[src/rtl/d_sync_debounce.sv]
// rtl/d_sync_debounce.sv - synchronizer plus debouncer with edge pulses and glitch counter
// Optional rise/fall edge registers are compiled in when D_SYNC_DEBOUNCE_EDGE_EN is defined.
module d_sync_debounce #(
    parameter int SYNC_STAGES = 2,
    parameter int DB_CYCLES   = 4
) (
    input  logic       clk,
    input  logic       rst_n,
    input  logic       d,
    output logic       q,
    output logic       q_bar,
    output logic       rise,
    output logic       fall,
    output logic       pending,
    output logic [7:0] glitch_cnt
);

    localparam int CNT_W = (DB_CYCLES > 1) ? $clog2(DB_CYCLES) : 1;
    localparam logic [CNT_W-1:0] CNT_MAX = CNT_W'(DB_CYCLES - 1);

    logic [SYNC_STAGES-1:0] sync_q;
    logic                   s;
    logic [CNT_W-1:0]       cnt;
    logic                   q_r;
    logic [7:0]             glitch_r;
    logic                   accept;

    assign s      = sync_q[SYNC_STAGES-1];
    assign accept = (s != q_r) && (cnt == CNT_MAX);

    always_ff @(posedge clk) begin
        if (!rst_n) begin
            sync_q <= '0;
        end else begin
            sync_q <= {sync_q[SYNC_STAGES-2:0], d};
        end
    end

    // A candidate that falls back to q before reaching CNT_MAX counts as a glitch.
    always_ff @(posedge clk) begin
        if (!rst_n) begin
            cnt      <= '0;
            q_r      <= 1'b0;
            glitch_r <= 8'd0;
        end else if (s == q_r) begin
            cnt <= '0;
            if ((cnt != '0) && (glitch_r != 8'd255)) begin
                glitch_r <= glitch_r + 8'd1;
            end
        end else if (accept) begin
            q_r <= s;
            cnt <= '0;
        end else begin
            cnt <= cnt + CNT_W'(1);
        end
    end

`ifdef D_SYNC_DEBOUNCE_EDGE_EN
    logic rise_r;
    logic fall_r;

    always_ff @(posedge clk) begin
        if (!rst_n) begin
            rise_r <= 1'b0;
            fall_r <= 1'b0;
        end else begin
            rise_r <= accept && s;
            fall_r <= accept && !s;
        end
    end

    assign rise = rise_r;
    assign fall = fall_r;
`else
    assign rise = 1'b0;
    assign fall = 1'b0;
`endif

    assign q          = q_r;
    assign q_bar      = ~q_r;
    assign pending    = (cnt != '0);
    assign glitch_cnt = glitch_r;

endmodule

[config.mk]
export PLATFORM = sky130hd
export DESIGN_NAME = d_sync_debounce
export DESIGN_NICKNAME = d
export VERILOG_FILES = /design/src/rtl/d_sync_debounce.sv
export SDC_FILE = /design/constraint.sdc
export NUM_CORES = 1
export LEC_CHECK = 0
export BUFFER_PORTS_ARGS = -buffer_cell sky130_fd_sc_hd__buf_2
export CAP_MARGIN = 20
export CORE_MARGIN = 4
export CORE_UTILIZATION = 38
export DETAILED_ROUTE_END_ITERATION = 8
export PLACE_DENSITY = 0.65
export SLEW_MARGIN = 5
export SYNTH_ARGS = -nofsm -noshare
export SYNTH_HDL_FRONTEND = slang
export SYNTH_SLANG_ARGS = --single-unit
[constraint.sdc]
create_clock -name clk -period 1.8 [get_ports clk]
set_input_delay 0.18 -clock clk [delete_from_list [all_inputs] [get_ports clk]]
set_output_delay 0.18 -clock clk [all_outputs]
set_load 0.005 [all_outputs]
======== Yosys cells after proc, flatten, opt, wreduce, memory -nomap -nowiden ========
Index checks and enable logic that the tools add are counted.
cells by class
  reduce and logical (&&, ||, !) cells .... 6
  bitwise gates (word level) .............. 3
  add/subtract/negate cells ............... 2
  equal/unequal tests ..................... 4
operators with widths
  kind                                                            number
  8-bit by 1-bit adder with 8-bit output (second input constant)  1
  8-bit != test (second input constant)                           1
  2-bit AND reduction                                             2
  1-bit NOT                                                       3
  3-bit OR reduction                                              1
  2-bit by 1-bit adder with 2-bit output (second input constant)  1
  2-bit equality test (second input constant)                     1
  1-bit logical AND                                               2
  2-bit nonzero test                                              1
  1-bit equality test                                             1
  1-bit != test                                                   1
storage, ports and cells
  output and inout port bits .............. 13
  word-level logic and storage cells ...... 19
  bits in registers ....................... 13
  input bits .............................. 3

======== Longest topological paths before layout ========
  depth in word-level cells ............... 3
  gate-level depth with buffers ........... 6
  gate-level depth less buffers ........... 5

======== Worst setup path after synthesis ========
OpenSTA, ideal clock, no wires.
  path kind ............................... register to register
  from .................................... reg glitch_r[0], in the netlist glitch_cnt[0]
  to ...................................... reg glitch_r[7], in the netlist glitch_cnt[7]
  library setup time ...................... 0.072 ns
  data required time ...................... 1.728 ns
  stages on the path, launching flop included .. 7
  arrival ................................. 1.657 ns
  slack ................................... 0.071 ns
  cell sequence ........................... dfxtp_1 -> ha_1 -> and3_4 -> a211o_1 -> buf_6 -> nor4_1 -> mux2i_1
on the way
  longest elaborated chain between the ends .. 3
  elaborated cells between the ends (all ways) .. 4
  those cells by class .................... add/sub: 1; eq/ne: 1; reduce/logical: 2
RTL lines
  element                                                                                         RTL line  source
  from (decl)                                                                                     25        logic [7:0] glitch_r;
  from (signal assigned)                                                                          48        glitch_r <= glitch_r + 8'd1;
  parallel branches: the longest is 3 deep, another holds 8-bit by 1-bit adder with 8-bit output  -
Parallel ways; which one is timed is not known.
A chain may end at the register's enable or synchronous reset.

======== Worst setup path in the final report ========
  from .................................... reg glitch_r[0], in the netlist glitch_cnt[0]
  to ...................................... reg glitch_r[5], in the netlist glitch_cnt[5]
The elaborated chain is that of the path after synthesis.

==> results.md <==
- The run finished with clean final reports.
- Among all flip-flop cells after synthesis, the most frequent one is sky130_fd_sc_hd__dfxtp_1.
- The clock net in this run drives a total of 13 sinks.
- The standard cell with the maximum stage delay on the critical path is sky130_fd_sc_hd__or4_1.
- The wire length of the first global-routing pass is 1807 µm.
- The share of flip-flops with an asynchronous set or reset is 0%.
- The maximum clock insertion buffer count is 2.
- The die outline width is 48 µm.
- The synthesized netlist cell count is 67.
- After clock tree synthesis, the clock-pin slew on the worst setup and hold paths is 0.08 ns.
- The signal on the critical path passes through ha_1, and3_4, a211o_4, or4_1, a21oi_1.
- For the worst-skew pair, the clock arrives at the later sink with an insertion delay of 0.27 ns.
- In this run the worst path has a maximum fanout of 6.
- Dividing the final minimum period by the clock period gives 97.03%.
- The number of hold violations in the final report is 0.
- The top layer used by detailed routing is met4.
- The average detailed-routed wire length per instance is 11.64 µm.
- Of all cell types, the one taking the most synthesized area is sky130_fd_sc_hd__dfxtp_1.
- The maximum level of the CTS H-tree is 1.
- The met3 wirelength from detailed routing is 70 µm.
- Routability-driven placement finished with a final weighted congestion of 0.7645.
- The post-layout net count is 96.
- The repair_antennas step left the layout with diodes totalling 0.
- On the final layout, the worst clock skew is 0.003275 ns.
- Setup violations remaining at the end of the flow were counted as 0.
- The number of synthesized register bits is 13.
- Of the synthesized area, sequential elements account for 42.80%.
- The commonest cells after synthesis are sky130_fd_sc_hd__dfxtp_1 (13), sky130_fd_sc_hd__inv_1 (7), sky130_fd_sc_hd__nand2_1 (6).
- Setup repair after global routing left no endpoint under its margin.
- The highest ir drop seen on vdd is 0.3864 mV.
- From synthesis to final layout, the design area changed by 25.10%.
- The cell area after synthesis is 608.1 µm².
- The fraction of synthesized cell area taken by the top area cell type is 42.80%.
- The data arrival at the endpoint of the critical path is 1.96 ns.
- The most frequently used cell type in the post-synthesis netlist is sky130_fd_sc_hd__dfxtp_1.
- The post-detailed-routing wire length is 1222 µm.
- For this run, the top clock speed supported by timing is 0.5726 GHz.
- TritonCTS built the clock tree.
- Entering global routing, the biggest net connects 13 pins.
- The global-route usage over all layers is 11.31%.
- For this design the ratio of total power to cell area is 652.3 mW/mm².
- The number of enable-type register cells in the synthesized netlist is 0.
- The aggregate negative setup slack is 0 ns.
- The port buffer count is 13.
- Counting distinct cell types in the post-synthesis netlist gives 28.
- The switching power share of the total is 21.60%.
- Ranked by total cell area, the synthesized netlist is headed by sky130_fd_sc_hd__dfxtp_1 (43%), sky130_fd_sc_hd__ha_1 (6.2%), sky130_fd_sc_hd__inv_1 (4.3%), sky130_fd_sc_hd__a21oi_1 (4.1%), sky130_fd_sc_hd__nand2_1 (3.7%).
- The detailed router put a total of 589 µm of wire on met1.
- The library cell used as clock root buffer is sky130_fd_sc_hd__clkbuf_4.
- Once detail routing completed, the nets flagged for antenna violations numbered 0.
- The share of total power dissipated in the clock network is 35.6%.
- The initial standard-cell utilization of the core is 40.37%.
- The mean instance size in the synthesized netlist is 9.076 µm².
- The share of final-layout standard cells stronger than drive strength 1 is 28.09%.
- The number of max-capacitance violations reported is 0.
- Final hold analysis gives a worst-case slack of 0.1077 ns.
- Counting the buffers created by CTS gives 3.
- The internal portion of the total power is 0.0003890 W.
- The post-route core utilization is 50.50%.
- For this run, the detailed router's first-pass iteration total came to 2.
- The worst hold path belongs to the class in -> reg.
- The detailed router's first-iteration violation count is 5.
- The area of the die is 0.002304 mm².
- Summed over all nets, the switching power comes to 0.0001072 W.
- The total overflow left after global routing is 0.
- The buffers plus inverters on the worst setup path is 0.
- The final-report max-slew violation count is 0.
- The critical path class is reg -> reg.
- The sequential group share of total power is 59.0%.
- After detailed placement, the design holds a cell count of 99.
- The length of routed met2 wiring is 543 µm.
- The initial antenna violation count is 0.
- For this block, the via count after detailed routing is 536.
- The leakage component of the power is 0.3341 nW.
- Using the TritonRoute via totals, the vias-per-cell ratio works out to 5.105.
- The number of global-route vias before repair was 430.
- In this run the core area contains 14 standard-cell rows.
- The number of placed I/O pins is 16.
- The largest single stage delay on the critical path is 0.47 ns.
- The warning count from the yosys run is 0.
- The placed wire-length estimate is 892.2 µm.
- The kind of end point of the critical path is a flop.
- Measured along the y axis, the die boundary spans 48 µm.
- The launching element type of the critical path is a flop.
- The minimum clock period after layout is 1.747 ns.
- The cell family with the largest share of critical-path delay is simple AND/OR/NAND/NOR gates.
- The final instance count without filler cells is 105.
- In this run, the combinational gates consume 5.4% of the power.
- In the routed design, unresolved DRC markers number 0.
- The critical path data required time is 2.01 ns.
- The placeable core region is 0.001506 mm².
==> timing repair <==
| item | 4_1_cts | 5_1_grt |
|---|---|---|
| hold buffers | 0 | 0 |
| cloned | 0 | 1 |
| setup endpoints to repair | 1 | 1 |
| buffers inserted | 0 | 1 |
| resized for setup | 2 | 0 |
| pin swaps | 0 | 1 |
==> metrics by stage <==
stage / setup slack (ns) / total power (W) / area [µm²]
after floorplan: 0.07085 / 0.0003170 / 611.8
after global placement: 0.02104 / 0.0003233 / 708.2
after detailed placement: -0.01526 / 0.0003240 / 708.2
after CTS: 0.01771 / 0.0004984 / 743.2
after global routing: 0.01020 / 0.0005136 / 760.7
final: 0.05346 / 0.0004962 / 760.7
==> flip-flops by register name, summed over array words and instances (netlist names) <==
signal and flops:
q 1, glitch_cnt 8, cnt 2, sync_q 2
==> placed cells by master (no fill, tap or decap), drive strengths merged, types with 2 or more instances in the layout <==
cell / count
buf: 19
a211o: 2
nand2: 6
mux2i: 2
ha: 3
clkbuf: 4
nand3: 3
or3: 3
inv: 7
nor2: 2
a21oi: 5
o21ai: 3
conb: 2
and2: 2
dfxtp: 13
==> logic make-up (layout without fill, tap and decap cells) <==
logic type / after synthesis / count (layout) / synth area share (%)
other: 1 / 2 / 0.6167
AOI/OAI and AO/OA: 13 / 14 / 13.37
and+or+nand+nor: 23 / 23 / 22.22
adders and majority gates: 3 / 3 / 6.173
buffers and inverters: 10 / 30 / 8.642
DFF: 13 / 13 / 42.80
xor gates and xnor gates: 2 / 2 / 2.881
muxes: 2 / 2 / 3.292
==> layout make-up <==
| cell class | count | area, µm² |
|---|---|---|
| Tap cell | 16 | 20.02 |
| Multi-Input combinational cell | 46 | 317.8 |
| Clock buffer | 4 | 26.28 |
| Sequential cell | 13 | 260.3 |
| Fill cell | 138 | 745.7 |
| Timing Repair Buffer | 19 | 110.1 |
| Inverter | 7 | 26.28 |
==> worst register-to-register path: cells and delay by family (launching register included) <==
kind,cells,cell delay [ns]
flops,1,0.32
simple gates,2,0.66
compound gates,2,0.49
fa+ha+maj,1,0.21
==> routing by layer <==
layer	up-vias	GRT usage (%)
met2	15	17.68
met3	4	3.383
met5	-	0
met1	237	14.35
li1	280	-
met4	0	4.839
==> power by group through the flow <==
| stage | combinational, W | sequential (W) | clock, W |
|---|---|---|---|
| 2_1_floorplan | 0.0000170 | 0.000300 | 0 |
| 3_3_place_gp | 0.0000237 | 0.000300 | 0 |
| 3_5_place_dp | 0.0000243 | 0.000300 | 0 |
| 4_1_cts | 0.0000253 | 0.000293 | 0.000180 |
| 5_1_grt | 0.0000306 | 0.000293 | 0.000190 |
| 6_report | 0.0000270 | 0.000293 | 0.000176 |
==> worst paths after layout <==
kind	start	to	slack [ns]	cells after the start
worst max-delay path	glitch_cnt[0]	glitch_cnt[5]	0.05	5
worst min-delay path	d	sync_q[0]	0.11	2
worst max register to register	glitch_cnt[0]	glitch_cnt[5]	0.05	5
worst min register to register	sync_q[0]	sync_q[1]	0.43	1
No activity file was read; power rests on OpenSTA's default activity.
